### src/rtl/tff_down_timer.sv
// Loadable down-counter/timer on a T flip-flop chain with one-shot and auto-reload modes.
// Optional prescaler enabled by defining TFF_DOWN_PRESCALE_EN (PRESCALE enabled cycles per decrement).
module tff_down_timer #(
    parameter int unsigned WIDTH    = 8,
    parameter int unsigned PRESCALE = 4
) (
    input  logic             clk,
    input  logic             rst_n,
    input  logic             en,
    input  logic             load,
    input  logic [WIDTH-1:0] load_val,
    input  logic             auto_reload,
    output logic [WIDTH-1:0] count,
    output logic             tc,
    output logic             busy,
    output logic             done
);

    typedef enum logic [1:0] {
        ST_IDLE = 2'd0,
        ST_RUN  = 2'd1,
        ST_DONE = 2'd2
    } state_e;

    if (WIDTH < 2 || WIDTH > 16 || PRESCALE < 2) begin : g_param_check
        $error("tff_down_timer: WIDTH must be 2..16 and PRESCALE >= 2");
    end

    state_e           state_q, state_d;
    logic [WIDTH-1:0] count_q, count_d;
    logic [WIDTH-1:0] reload_q, reload_d;
    logic [WIDTH-1:0] t_chain;
    logic             tc_q, tc_d;
    logic             busy_q, busy_d;
    logic             done_q, done_d;
    logic             tick;
    logic             tick_run;

`ifdef TFF_DOWN_PRESCALE_EN
    localparam int unsigned PW = $clog2(PRESCALE);

    logic [PW-1:0] pre_q, pre_d;
    logic          pre_wrap;

    assign pre_wrap = (pre_q == PW'(PRESCALE - 1));
    assign tick     = en & pre_wrap;

    // Phase restarts on load and whenever the timer is not (or no longer) running.
    always_comb begin
        pre_d = pre_q;
        if (load || (state_d != ST_RUN)) begin
            pre_d = '0;
        end else if ((state_q == ST_RUN) && en) begin
            pre_d = pre_wrap ? '0 : pre_q + PW'(1);
        end
    end

    always_ff @(posedge clk or negedge rst_n) begin
        if (!rst_n) begin
            pre_q <= '0;
        end else begin
            pre_q <= pre_d;
        end
    end
`else
    assign tick = en;
`endif

    assign tick_run = tick & (state_q == ST_RUN);

    // Bit i toggles when every lower bit is zero (borrow ripple of a down-count).
    for (genvar i = 0; i < WIDTH; i++) begin : g_tff
        if (i == 0) begin : g_lsb
            assign t_chain[i] = tick_run;
        end else begin : g_upper
            assign t_chain[i] = tick_run & (count_q[i-1:0] == '0);
        end
    end

    always_comb begin
        state_d  = state_q;
        count_d  = count_q ^ t_chain;
        reload_d = reload_q;
        tc_d     = 1'b0;
        if (load) begin
            count_d  = load_val;
            reload_d = load_val;
            state_d  = (load_val != '0) ? ST_RUN : ST_IDLE;
        end else if (tick_run && (count_q == WIDTH'(1))) begin
            tc_d = 1'b1;
            if (auto_reload) begin
                count_d = reload_q;
            end else begin
                count_d = '0;
                state_d = ST_DONE;
            end
        end
        busy_d = (state_d == ST_RUN);
        done_d = (state_d == ST_DONE);
    end

    always_ff @(posedge clk or negedge rst_n) begin
        if (!rst_n) begin
            state_q  <= ST_IDLE;
            count_q  <= '0;
            reload_q <= '0;
            tc_q     <= 1'b0;
            busy_q   <= 1'b0;
            done_q   <= 1'b0;
        end else begin
            state_q  <= state_d;
            count_q  <= count_d;
            reload_q <= reload_d;
            tc_q     <= tc_d;
            busy_q   <= busy_d;
            done_q   <= done_d;
        end
    end

    assign count = count_q;
    assign tc    = tc_q;
    assign busy  = busy_q;
    assign done  = done_q;

endmodule

### config.mk
export PLATFORM = sky130hd
export DESIGN_NAME = tff_down_timer
export DESIGN_NICKNAME = d
export VERILOG_FILES = /design/src/rtl/tff_down_timer.sv
export SDC_FILE = /design/constraint.sdc
export NUM_CORES = 1
export LEC_CHECK = 0
export ABC_CLOCK_PERIOD_IN_PS = 2300
export CAP_MARGIN = 20
export CORE_MARGIN = 8
export CORE_UTILIZATION = 51
export CTS_BUF_LIST = sky130_fd_sc_hd__clkbuf_4 sky130_fd_sc_hd__clkbuf_8
export DETAILED_ROUTE_END_ITERATION = 16
export GPL_TIMING_DRIVEN = 0
export PLACE_DENSITY = 0.81
export RECOVER_POWER = 50
export SETUP_SLACK_MARGIN = 0.1
export SLEW_MARGIN = 10
export SYNTH_ARGS = -nofsm -noshare
export SYNTH_HDL_FRONTEND = slang
export SYNTH_SLANG_ARGS = --single-unit
### constraint.sdc
create_clock -name clk -period 2.3 [get_ports clk]
set_clock_uncertainty 0.15 [all_clocks]
set_input_delay 0.23 -clock clk [delete_from_list [all_inputs] [get_ports clk]]
set_output_delay 0.23 -clock clk [all_outputs]
set_load 0.05 [all_outputs]
== Yosys cells after proc, flatten, opt, wreduce, memory -nomap -nowiden ==
Cells that the tools add are included.

* Output and inout port bits: 11
* Register bits after elaboration: 21

* Reduce and logical (&&, ||, !) cells: 8
* Muxes and demuxes: 9
* Equal/unequal tests: 4
* Bitwise operators: 10

{| class="wikitable"
|+ Operators by type and width
! kind !! number
|-
| 8-bit two-way mux || 3
|-
| 1-bit AND || 8
|-
| 8-bit by 1-bit equality test with 1-bit output, second input constant || 1
|-
| 8-bit nonzero test || 1
|-
| 8-bit XOR || 1
|-
| 7-bit zero test || 1
|-
| 6-bit zero test || 1
|-
| 2-bit two-way mux || 3
|-
| 5-bit zero test || 1
|-
| 2-bit by 1-bit equality test with 1-bit output, second input constant || 2
|-
| 4-bit zero test || 1
|-
| 3-bit zero test || 1
|-
| 1-bit two-way mux || 3
|-
| 2-bit equality test, second input constant || 1
|-
| 2-bit zero test || 1
|-
| 1-bit logical AND || 1
|-
| 1-bit NOT || 1
|}

== Logic depth before layout (Yosys ltp) ==
Gate-level depths: netlist of run 1.

* Depth in word-level cells: 6
* Gate-level depth with buffers: 5

== Worst setup path before layout of run 1 ==
OpenSTA, ideal clock, no wires.

* Path kind: register to register
* Start point: reg count_q[0], in the netlist count[0]
* End point: reg count_q[7], in the netlist count[7]
* Path buffers: 0
* Arrival: 1.912 ns
* Setup slack: 0.165 ns
* Library setup time: 0.073 ns
* Cell stages (with the launch flop): 5
* Period minus slack after synthesis: 2.135 ns
* Cells stage by stage: dfrtp_1 > or4_4 > or4_4 > xor2_1 > a2bb2oi_2

* Cells in the longest elaborated chain, start to end: 5

{| class="wikitable"
|+ Ends and longest elaborated chain
! what !! RTL line !! text
|-
| start, declared || 30 || <nowiki>logic [WIDTH-1:0] count_q, count_d;</nowiki>
|-
| start signal, assigned || 112 || <nowiki>count_q <= count_d;</nowiki>
|-
| 7-bit zero test || 76 || <nowiki>assign t_chain[i] = tick_run & (count_q[i-1:0] == '0);</nowiki>
|-
| 1-bit AND || 76 ||
|-
| 8-bit XOR || 82 || <nowiki>count_d = count_q ^ t_chain;</nowiki>
|-
| 8-bit two-way mux * || 89 || <nowiki>end else if (tick_run && (count_q == WIDTH'(1))) begin</nowiki>
|-
| 8-bit two-way mux * || 85 || <nowiki>if (load) begin</nowiki>
|-
| net count_d[7] || 30 ||
|}

The timed path passes the listed nets; every way through them passes the cells marked *.
A chain may end at the register's enable or synchronous reset.

== Worst setup path in the final report of run 1 ==
* Start point: reg count_q[5], in the netlist count[5]
* End point: reg count_q[6], in the netlist count[6]

* Cells in the longest elaborated chain, start to end: 5

{| class="wikitable"
|+ Ends and longest elaborated chain
! what !! RTL line
|-
| 6-bit zero test || 76
|-
| 1-bit AND || 76
|-
| 8-bit XOR || 82
|-
| 8-bit two-way mux * || 89
|-
| 8-bit two-way mux * || 85
|-
| net count_d[6] || 30
|}

Marked as above.

==> qor.yml, run 1 <==
gr-total-overflow: 0
synth_warnings: 0
fin_crit_sh_pct: 87.8
synth-edff-count: 0
antennaDiodeCount: 0
p_int_w: 0.000551
top_layer: "met4"
fillers: 163
route.detailed.drc: 0
crit_fanout: 10
cap_violations: 0
status: "finished clean"
path_buf_inv: 1
syn_area_um2: 1020
setup_violations: 0
rsz0062_at_grt: "no"
wl_per_cell_um: 14.9
wl_met1_um: 999
relSlewSlack_pct: 38.7
critPathMaxStageDelay_ps: 580
io_pins: 24
crit_type: "register to register"
drtPass1Iterations: 4
start_util_pct: 53.3
synth_top_area_share_pct: 51.3
hold_slack_ps: 91.1
wl_met3_um: 105
tightestPinTransition_ps: 916
slowest_stage: "or4_1"
power_w: 0.000818
cts_hold_buf: 0
ys_seq_area_share_pct: 51.3
power_frac_clock_pct: 22.0
drive_gt1_share_pct: 14.2
path_clk_slew_ps: 120
ctsResizeCount: 0
grt_start_max_net_pins: 22
postLayoutCellArea_um2: 1300
min_path_type: "input pin to register"
gp_congestion: 0.813
fin_tns_setup_ps: 0
place_hpwl_um: 1650
post-cts-setup-buffers: 0
start_kind: "register"
clk_path_buf_depth: 2
synth_commonest_cells: "dfrtp_1, inv_1, o21ai_0, mux2_2, nand2_1"
power.density_nw_per_um2: 627
maxSlewViolCount: 0
vias: 819
synth-async-reset-ratio_pct: 100
synth_cells: 94
cp_data_required_time_ps: 2380
worstSkewPairLatency_ps: 300
synth-seq-cells: 21
nets: 135
port_buffers: 22
track_usage_pct: 13.0
synth_largest_area_cell: "dfrtp_1"
irDropWorstVdd_mv: 0.444
rows: 16
cp.arrival_ps: 2100
fin_cells: 147
vias_per_cell: 5.57
placedCellCount: 143
crit_path_end_kind: "register"
power_leakage_nw: 0.533
grt_pass1_vias: 854
finalCriticalPeriod_ps: 2020
ant_nets: 0
fp.coreArea_um2: 1920
power_switching_w: 0.000267
clock-sinks: 21
path_cells: "or4_1 -> nor4_2 -> buf_4 -> a31oi_1 -> a32oi_1"
pwr-share-seq_pct: 52.5
drtIter0Drc: 12
root_buffer: "clkbuf_4"
die-area_um2: 3700
antenna_found_initial: 0
route.final.wire_length_um: 2190
avgSynthCellArea_um2: 10.9
htreeDepth: 1
synth_ff_type: "dfrtp_1"
ys_types: 36
syn_nets: 108
synth_area_leaders: "dfrtp_1, mux2_2, o21ai_0"
cts_buffers: 3
placed_cell_area_um2: 1280
die_h_um: 60.8
max_freq_ghz: 0.495
power_switching_share_pct: 32.7
die_x_um: 60.8
area_growth_syn_to_layout_pct: 27.4
critPathTopFamily: "simple AND/OR/NAND/NOR gates"
tritoncts: "yes"
yosysMostFrequentCell: "dfrtp_1"
hold_viol: 0
grt_pass1_wl_um: 3650
comb_power_share_pct: 25.5
wl_met2_um: 1060
-- area by class of cell --
class	instances	area, um^2	area share, %
clock buffers	3	22.5	1.73
plain buffers	5	26.3	2.02
repair buffers	22	220	16.9
clock inverters	1	5.00	0.384
inverters	7	26.3	2.02
flip-flops and latches	21	526	40.3
multi-input cells	61	444	34.1
well taps	27	33.8	2.59
-- power by group through the flow --
stage,sequential (W),combinational (W),clock [W]
after floorplan,0.000493,0.0000688,0
after global placement,0.000435,0.000208,0
after detailed placement,0.000437,0.000210,0
after CTS,0.000429,0.000211,0.000181
after global routing,0.000435,0.000224,0.000194
final,0.000430,0.000208,0.000180
-- stage by stage --
step | util (%) | worst slack [ps]
after floorplan | - | 165
after global placement | 66.5 | 193
after detailed placement | 66.5 | 213
after CTS | 67.9 | 283
after global routing | 67.8 | 204
final | 67.8 | 281
-- worst paths after layout --
kind	end	slack, ps	cells after the start	startpoint
worst max-delay path	count[6]$_DFF_PN0_	280	5	count[5]$_DFF_PN0_
worst min-delay path	count[4]$_DFF_PN0_	90	3	auto_reload
worst max register to register	count[6]$_DFF_PN0_	280	5	count[5]$_DFF_PN0_
worst min register to register	reload_q[5]$_DFFE_PN0P_	370	1	reload_q[5]$_DFFE_PN0P_
max in group asynchronous	count[3]$_DFF_PN0_	1100	1	rst_n
min in group asynchronous	reload_q[7]$_DFFE_PN0P_	340	1	rst_n
-- worst register-to-register path: stages (launching register included) --
cell	delay, ps
dfrtp_1	430
or4_1	580
nor4_2	270
buf_4	220
a31oi_1	90
a32oi_1	200
-- sequential cells by signal, summed over array words and instances, names as in the netlist --
name and cells:
reload_q 8, done 1, busy 1, state_q 2, tc 1, count 8
-- cell families (layout without fill, tap and decap cells) --
kind of cell	count (synthesis)	in the layout	share of synthesized area, %
buf+inv	12	38	5.26
compound gates	22	22	15.2
simple gates	29	29	18.1
fa+ha+maj	1	1	1.22
mux	5	5	5.50
flops	21	21	51.3
xor+xnor	4	4	3.42
-- layout by cell type (no fill, tap or decap) --
| cell | count |
|---|---|
| a2bb2oi_2 | 1 |
| and3_1 | 1 |
| nor3b_1 | 1 |
| dlygate4sd3_1 | 2 |
| a31o_2 | 1 |
| clkbuf_4 | 3 |
| dfrtp_1 | 21 |
| clkbuf_1 | 3 |
| nor2b_1 | 1 |
| or4_4 | 2 |
| o41ai_1 | 1 |
| xnor2_1 | 3 |
| o22a_1 | 1 |
| o31ai_1 | 1 |
| or3_2 | 1 |
| clkdlybuf4s50_1 | 20 |
| a32oi_1 | 1 |
| o21ai_0 | 7 |
| nand4_1 | 2 |
| nand2_1 | 5 |
| nand3_1 | 3 |
| nor2_1 | 4 |
| mux2_2 | 5 |
| inv_1 | 7 |
| xor2_1 | 1 |
| buf_4 | 2 |
| or4_1 | 3 |
| a31oi_1 | 4 |
| ha_1 | 1 |
| and2_1 | 1 |
| and2b_1 | 1 |
| nand4bb_1 | 1 |
| nor4_2 | 1 |
| o21a_1 | 2 |
| clkinv_2 | 1 |
| o311ai_0 | 2 |
| nor4_1 | 1 |
| a21oi_1 | 1 |
| or2b_1 | 1 |
-- routing by layer --
metal | vias to the layer above | track usage (%)
li1 | 396 | -
met1 | 393 | 16.1
met2 | 26 | 21.4
met3 | 4 | 1.91
met4 | 0 | 6.64
met5 | - | 0
(Power assumes the default switching activity.)
==> run 2: changes to the inputs <==
CORE_UTILIZATION = 64   (was 51)
DONT_BUFFER_PORTS = 1   (was unset)
PLACE_DENSITY = 0.8   (was 0.81)
==> run 2 against run 1 <==
Hold slack worse by 28 ps. Worst setup slack worse by 150 ps. Clock power down 2%. Sequential share of layout area up 3.7 points. Critical path depth down 1. Clock-buffer cell count unchanged. First-iteration DRC count up 42%. Sequential power up 16%. Die area down 15%. Core utilization up 12 points. Largest power group unchanged.
==> qor.yml, run 2 (same netlist as run 1, synthesis figures left out) <==
worstHoldStart: "load"
path_clk_slew_ps: 120  # about the same
relSlewSlack_pct: 38.0  # -0.68 points
ant_nets: 0  # unchanged
ff2ff_setup_slack_ps: 130  # -150 ps
cap_violations: 0  # unchanged
grt_start_max_net_pins: 22  # unchanged
pre_cts_ws_ps: 22.4  # -191 ps
start_util_pct: 67.9  # +15 points
final_common_cell: "dfrtp_1"
rsz0062_at_grt: "no"
critPathTopFamily: "simple AND/OR/NAND/NOR gates"
drtPass1Iterations: 5  # +1
route.final.wire_length_um: 2520  # +15%
post-cts-setup-buffers: 0  # unchanged
maxSlewViolCount: 0  # unchanged
start_kind: "register"
cp_data_required_time_ps: 2370  # about the same
area_growth_syn_to_layout_pct: 18.1
vias_per_cell: 6.40  # +15%
path_buf_inv: 0  # -1
finalCriticalPeriod_ps: 2170  # +150 ps
drtIter0Drc: 17  # +5
io_pins: 24  # unchanged
power_w: 0.000788  # -3.6%
min_path_cells: 3  # unchanged
port_buffers: 0  # -100%
critPathMaxStageDelay_ps: 640  # +60 ps
crit_path_end_kind: "register"
cp.arrival_ps: 2240  # +140 ps
gp_congestion: 0.830  # +2.2%
track_usage_pct: 14.7  # +1.7 points
placedCellCount: 110  # -23%
root_buffer: "clkbuf_4"
grt_pass1_vias: 828  # -3.0%
route.detailed.drc: 0  # unchanged
antenna_found_initial: 0  # unchanged
fin_crit_sh_pct: 94.3  # +6.5 points
fin_ws_ps: 131  # -150 ps
crit_type: "register to register"
fin_tns_setup_ps: 0  # unchanged
fillers: 93  # -43%
power_leakage_nw: 0.501  # -6.2%
power.density_nw_per_um2: 652  # +4.0%
gr-total-overflow: 0  # unchanged
tritoncts: "yes"
hold_viol: 0  # unchanged
place_hpwl_um: 1710  # +3.6%
grt_pass1_wl_um: 3880  # +6.4%
status: "finished clean"
vias: 794  # -3.1%
crit_fanout: 7  # -3
worstSkewPairLatency_ps: 300  # about the same
tightestPinTransition_ps: 927  # +10.1 ps
fin_cells: 124  # -16%
max_freq_ghz: 0.461  # -6.9%
die_h_um: 56.0  # -7.9%
cts_buffers: 3  # unchanged
wl_per_cell_um: 20.3  # +36%
r2r-end: "count[7]$_DFF_PN0_"
crit_top_cell: "or4_4"
fp.coreArea_um2: 1510  # -22%
irDropWorstVdd_mv: 0.476  # +7.3%
clock-sinks: 21  # unchanged
drive_gt1_share_pct: 25.0  # +11 points
setup_violations: 0  # unchanged
slowest_stage: "dfrtp_1"
path_cells: "or4_4 -> or4_4 -> xor2_2 -> a2bb2oi_2"
rows: 14  # -2
die_x_um: 56.0  # -7.9%
most-common-layout-cells: "dfrtp_1, dlygate4sd3_1, inv_1, o21ai_0"
r2r_cells: 4  # -1
antennaDiodeCount: 0  # unchanged
nets: 123  # -8.9%
min_to: "count[0]$_DFF_PN0_"
die-area_um2: 3130  # -15%
htreeDepth: 1  # unchanged
rr_startpoint: "count[0]$_DFF_PN0_"
min_path_type: "input pin to register"
clk_path_buf_depth: 2  # unchanged
-- run 2: cell types whose count changed in the layout (fill, tap and decap cells not counted) --
cell,delta
nor4_2,-1
dfrtp_1,-5
nand4bb_1,-1
nand4bb_4,+1
clkbuf_1,-1
or4_1,-1
xor2_2,+1
or4_4,+1
nor4_4,+1
dlygate4sd3_1,+7
xor2_1,-1
dfrtp_2,+5
buf_2,+2
clkdlybuf4s50_1,-20
-- run 2: cell type report --
cell class	instances	area [um^2]	area share (%)
flip-flops and latches	21	532	44.0
multi-input cells	61	480	39.8
repair buffers	10	95.1	7.87
plain buffers	5	27.5	2.28
inverters	7	26.3	2.17
clock buffers	3	22.5	1.86
well taps	16	20.0	1.66
clock inverters	1	5.00	0.414
-- run 2: worst max path at each step --
stage                             from                  to  slack (ps)  cells past startpoint
finish              count[0]$_DFF_PN0_  count[7]$_DFF_PN0_         130                      4
floorplan           count[0]$_DFF_PN0_  count[7]$_DFF_PN0_         160                      4
global route        count[0]$_DFF_PN0_  count[7]$_DFF_PN0_          90                      4
detailed placement  count[0]$_DFF_PN0_  count[7]$_DFF_PN0_          20                      4
CTS                 count[0]$_DFF_PN0_  count[7]$_DFF_PN0_         100                      4
global placement    count[5]$_DFF_PN0_  count[6]$_DFF_PN0_          60                      5
-- run 2: per-stage QoR --
step | utilization (%) | hold slack (ps) | area [um^2]
detailed placement | 69.3 | -215 | 1040
floorplan | - | -216 | 1020
global placement | 69.3 | -215 | 1040
finish | 80.2 | 62.8 | 1210
CTS | 77.9 | 66.8 | 1170
global route | 80.2 | 78.1 | 1210
-- run 2: where the power goes --
part           total, W  internal [W]  switching (W)  leakage, nW
combinational  0.000112     0.0000560      0.0000564        0.237
sequential     0.000500      0.000402      0.0000985        0.246
clock          0.000176     0.0000647       0.000111       0.0177
-- run 2: layer usage --
layer  wire [um]  share of wire (%)  global-route usage [%]
met1        1100                 44                    17.1
met2        1210                 48                    24.4
met3         186                7.4                    5.02
met4          14               0.56                    5.15
met5           0                  0                       0
-- run 2: worst reg2reg max path, stage by stage (launching register included) --
cell	delay (ps)
dfrtp_1	640
or4_4	520
or4_4	450
xor2_2	180
a2bb2oi_2	160
-- run 2: what timing repair did --
action	CTS	global route
setup endpoints to repair	7	7
pin swaps	0	3
gates resized for setup	7	6
cloned	0	1
hold buffers	9	0
hold endpoints to repair	37	0
==> run 3: changes to the inputs <==
CORE_MARGIN = 2   (was 8)
RECOVER_POWER = 25   (was 50)
==> run 3 against run 2 <==
Die area down 38%. Fmax is 0.41% higher. Via count shrank 2.4%. Hold slack lost 14 ps. Core utilization is 0.66 points lower. Non-clock buffer count shrank 1. Global-route usage up 9.9 points. Clock-buffer cell count grew 1. Clock power up 3%. Critical endpoint is now count[2]$_DFF_PN0_. Highest routed layer unchanged.
==> qor.yml, run 3 (same netlist as run 1, synthesis figures left out) <==
die_h_um: 44.0  # -21%
htreeDepth: 1  # unchanged
drtIter0Drc: 41  # +24
fin_tns_setup_ps: 0  # unchanged
route.final.wire_length_um: 2190  # -13%
crit_fanout: 10  # +3
nets: 122  # -0.81%
worstSkewPairLatency_ps: 290  # about the same
irDropWorstVdd_mv: 0.613  # +29%
drtPass1Iterations: 4  # -1
postLayoutCellArea_um2: 1200  # -0.83%
rows: 14  # unchanged
grt_pass1_wl_um: 3430  # -12%
vias: 775  # -2.4%
fp.coreArea_um2: 1510  # unchanged
path_clk_slew_ps: 110  # about the same
fin_crit_sh_pct: 93.9  # -0.38 points
antenna_found_initial: 0  # unchanged
gp_congestion: 0.823  # -0.84%
power.density_nw_per_um2: 660  # +1.1%
clock-sinks: 21  # unchanged
start_kind: "register"
status: "finished clean"
die_x_um: 44.0  # -21%
cts_buffers: 3  # unchanged
setup_violations: 0  # unchanged
tritoncts: "yes"
min_path_type: "input pin to register"
die-area_um2: 1940  # -38%
wl_per_cell_um: 17.8  # -12%
placed_cell_area_um2: 1040  # unchanged
maxSlewViolCount: 0  # unchanged
rsz0062_at_grt: "no"
max_freq_ghz: 0.463  # +0.41%
gr-total-overflow: 0  # unchanged
fillers: 94  # +1.1%
clk_path_buf_depth: 2  # unchanged
tightestPinTransition_ps: 916  # -10.6 ps
finalCriticalPeriod_ps: 2160  # -8.75 ps
root_buffer: "clkbuf_4"
track_usage_pct: 24.7  # +9.9 points
final_common_cell: "dfrtp_1"
crit_path_end_kind: "register"
drive_gt1_share_pct: 23.4  # -1.6 points
antennaDiodeCount: 0  # unchanged
io_pins: 24  # unchanged
port_buffers: 0  # unchanged
start_util_pct: 67.9  # unchanged
place_hpwl_um: 1500  # -12%
grt_pass1_vias: 752  # -9.2%
area_growth_syn_to_layout_pct: 17.1
hold_viol: 0  # unchanged
cp.arrival_ps: 2220  # -20 ps
power_w: 0.000791  # +0.31%
crit_type: "register to register"
vias_per_cell: 6.30  # -1.6%
most-common-layout-cells: "dfrtp_1, dlygate4sd3_1, inv_1, o21ai_0"
hold_slack_ps: 48.7  # -14.0 ps
ant_nets: 0  # unchanged
route.detailed.drc: 0  # unchanged
relSlewSlack_pct: 38.7  # +0.71 points
grt_start_max_net_pins: 22  # unchanged
cap_violations: 0  # unchanged
cp_data_required_time_ps: 2360  # about the same
power_leakage_nw: 0.494  # -1.4%
-- run 3: final timing paths --
path / from / endpoint / slack (ps) / depth (start not counted)
worst min register to register: reload_q[5]$_DFFE_PN0P_ / reload_q[5]$_DFFE_PN0P_ / 370 / 1
worst max-delay path: count[7]$_DFF_PN0_ / count[2]$_DFF_PN0_ / 140 / 5
worst max register to register: count[7]$_DFF_PN0_ / count[2]$_DFF_PN0_ / 140 / 5
max in group asynchronous: rst_n / count[0]$_DFF_PN0_ / 1020 / 1
min in group asynchronous: rst_n / count[6]$_DFF_PN0_ / 360 / 1
worst min-delay path: load / count[5]$_DFF_PN0_ / 50 / 3
-- run 3: metal layers --
layer | part of all wire (%) | routed length (um) | vias to the layer above | global-route usage [%]
met5 | 0 | 0 | - | 0
met4 | 0.82 | 18 | 0 | 8.48
met3 | 4.9 | 107 | 2 | 3.75
met2 | 48 | 1050 | 32 | 39.4
met1 | 46 | 1010 | 368 | 34.3
li1 | - | - | 373 | -
-- run 3: report_power, final --
part	leakage [nW]	total, W	internal [W]	switching [W]
logic	0.230	0.000111	0.0000554	0.0000555
registers	0.245	0.000499	0.000402	0.0000973
clock network	0.0184	0.000181	0.0000791	0.000102
-- run 3: cell type report --
cell class                      instances  area [um^2]  area share [%]
Inverter                                7         26.3            2.19
Timing Repair Buffer                    9         90.1            7.52
Buffer                                  5         27.5            2.30
Clock buffer                            4         30.0            2.51
Sequential cell                        21          532            44.4
Tap cell                               16         20.0            1.67
Multi-Input combinational cell         61          473            39.5
-- run 3: worst max-delay path, stage by stage (launching register included) --
cell and delay, ps:
dfrtp_1 590, or4_4 590, nor4_4 250, buf_4 220
nand3_1 100, a31oi_1 180
-- run 3: metrics by stage --
stage	std cells	setup WS [ps]	utilization, %
3_5_place_dp	110	45.3	69.3
2_1_floorplan	94	165	-
6_report	123	140	79.6
5_1_grt	123	87.3	79.6
4_1_cts	123	121	77.7
3_3_place_gp	110	54.6	69.3
-- run 3: what timing repair did --
item                                    in CTS  in global routing
gates cloned                                 0                  0
setup buffers                                0                  0
hold buffers                                 9                  0
endpoints found under the setup margin       7                  7
gates resized for setup                      6                  4
hold endpoints to repair                    37                  0
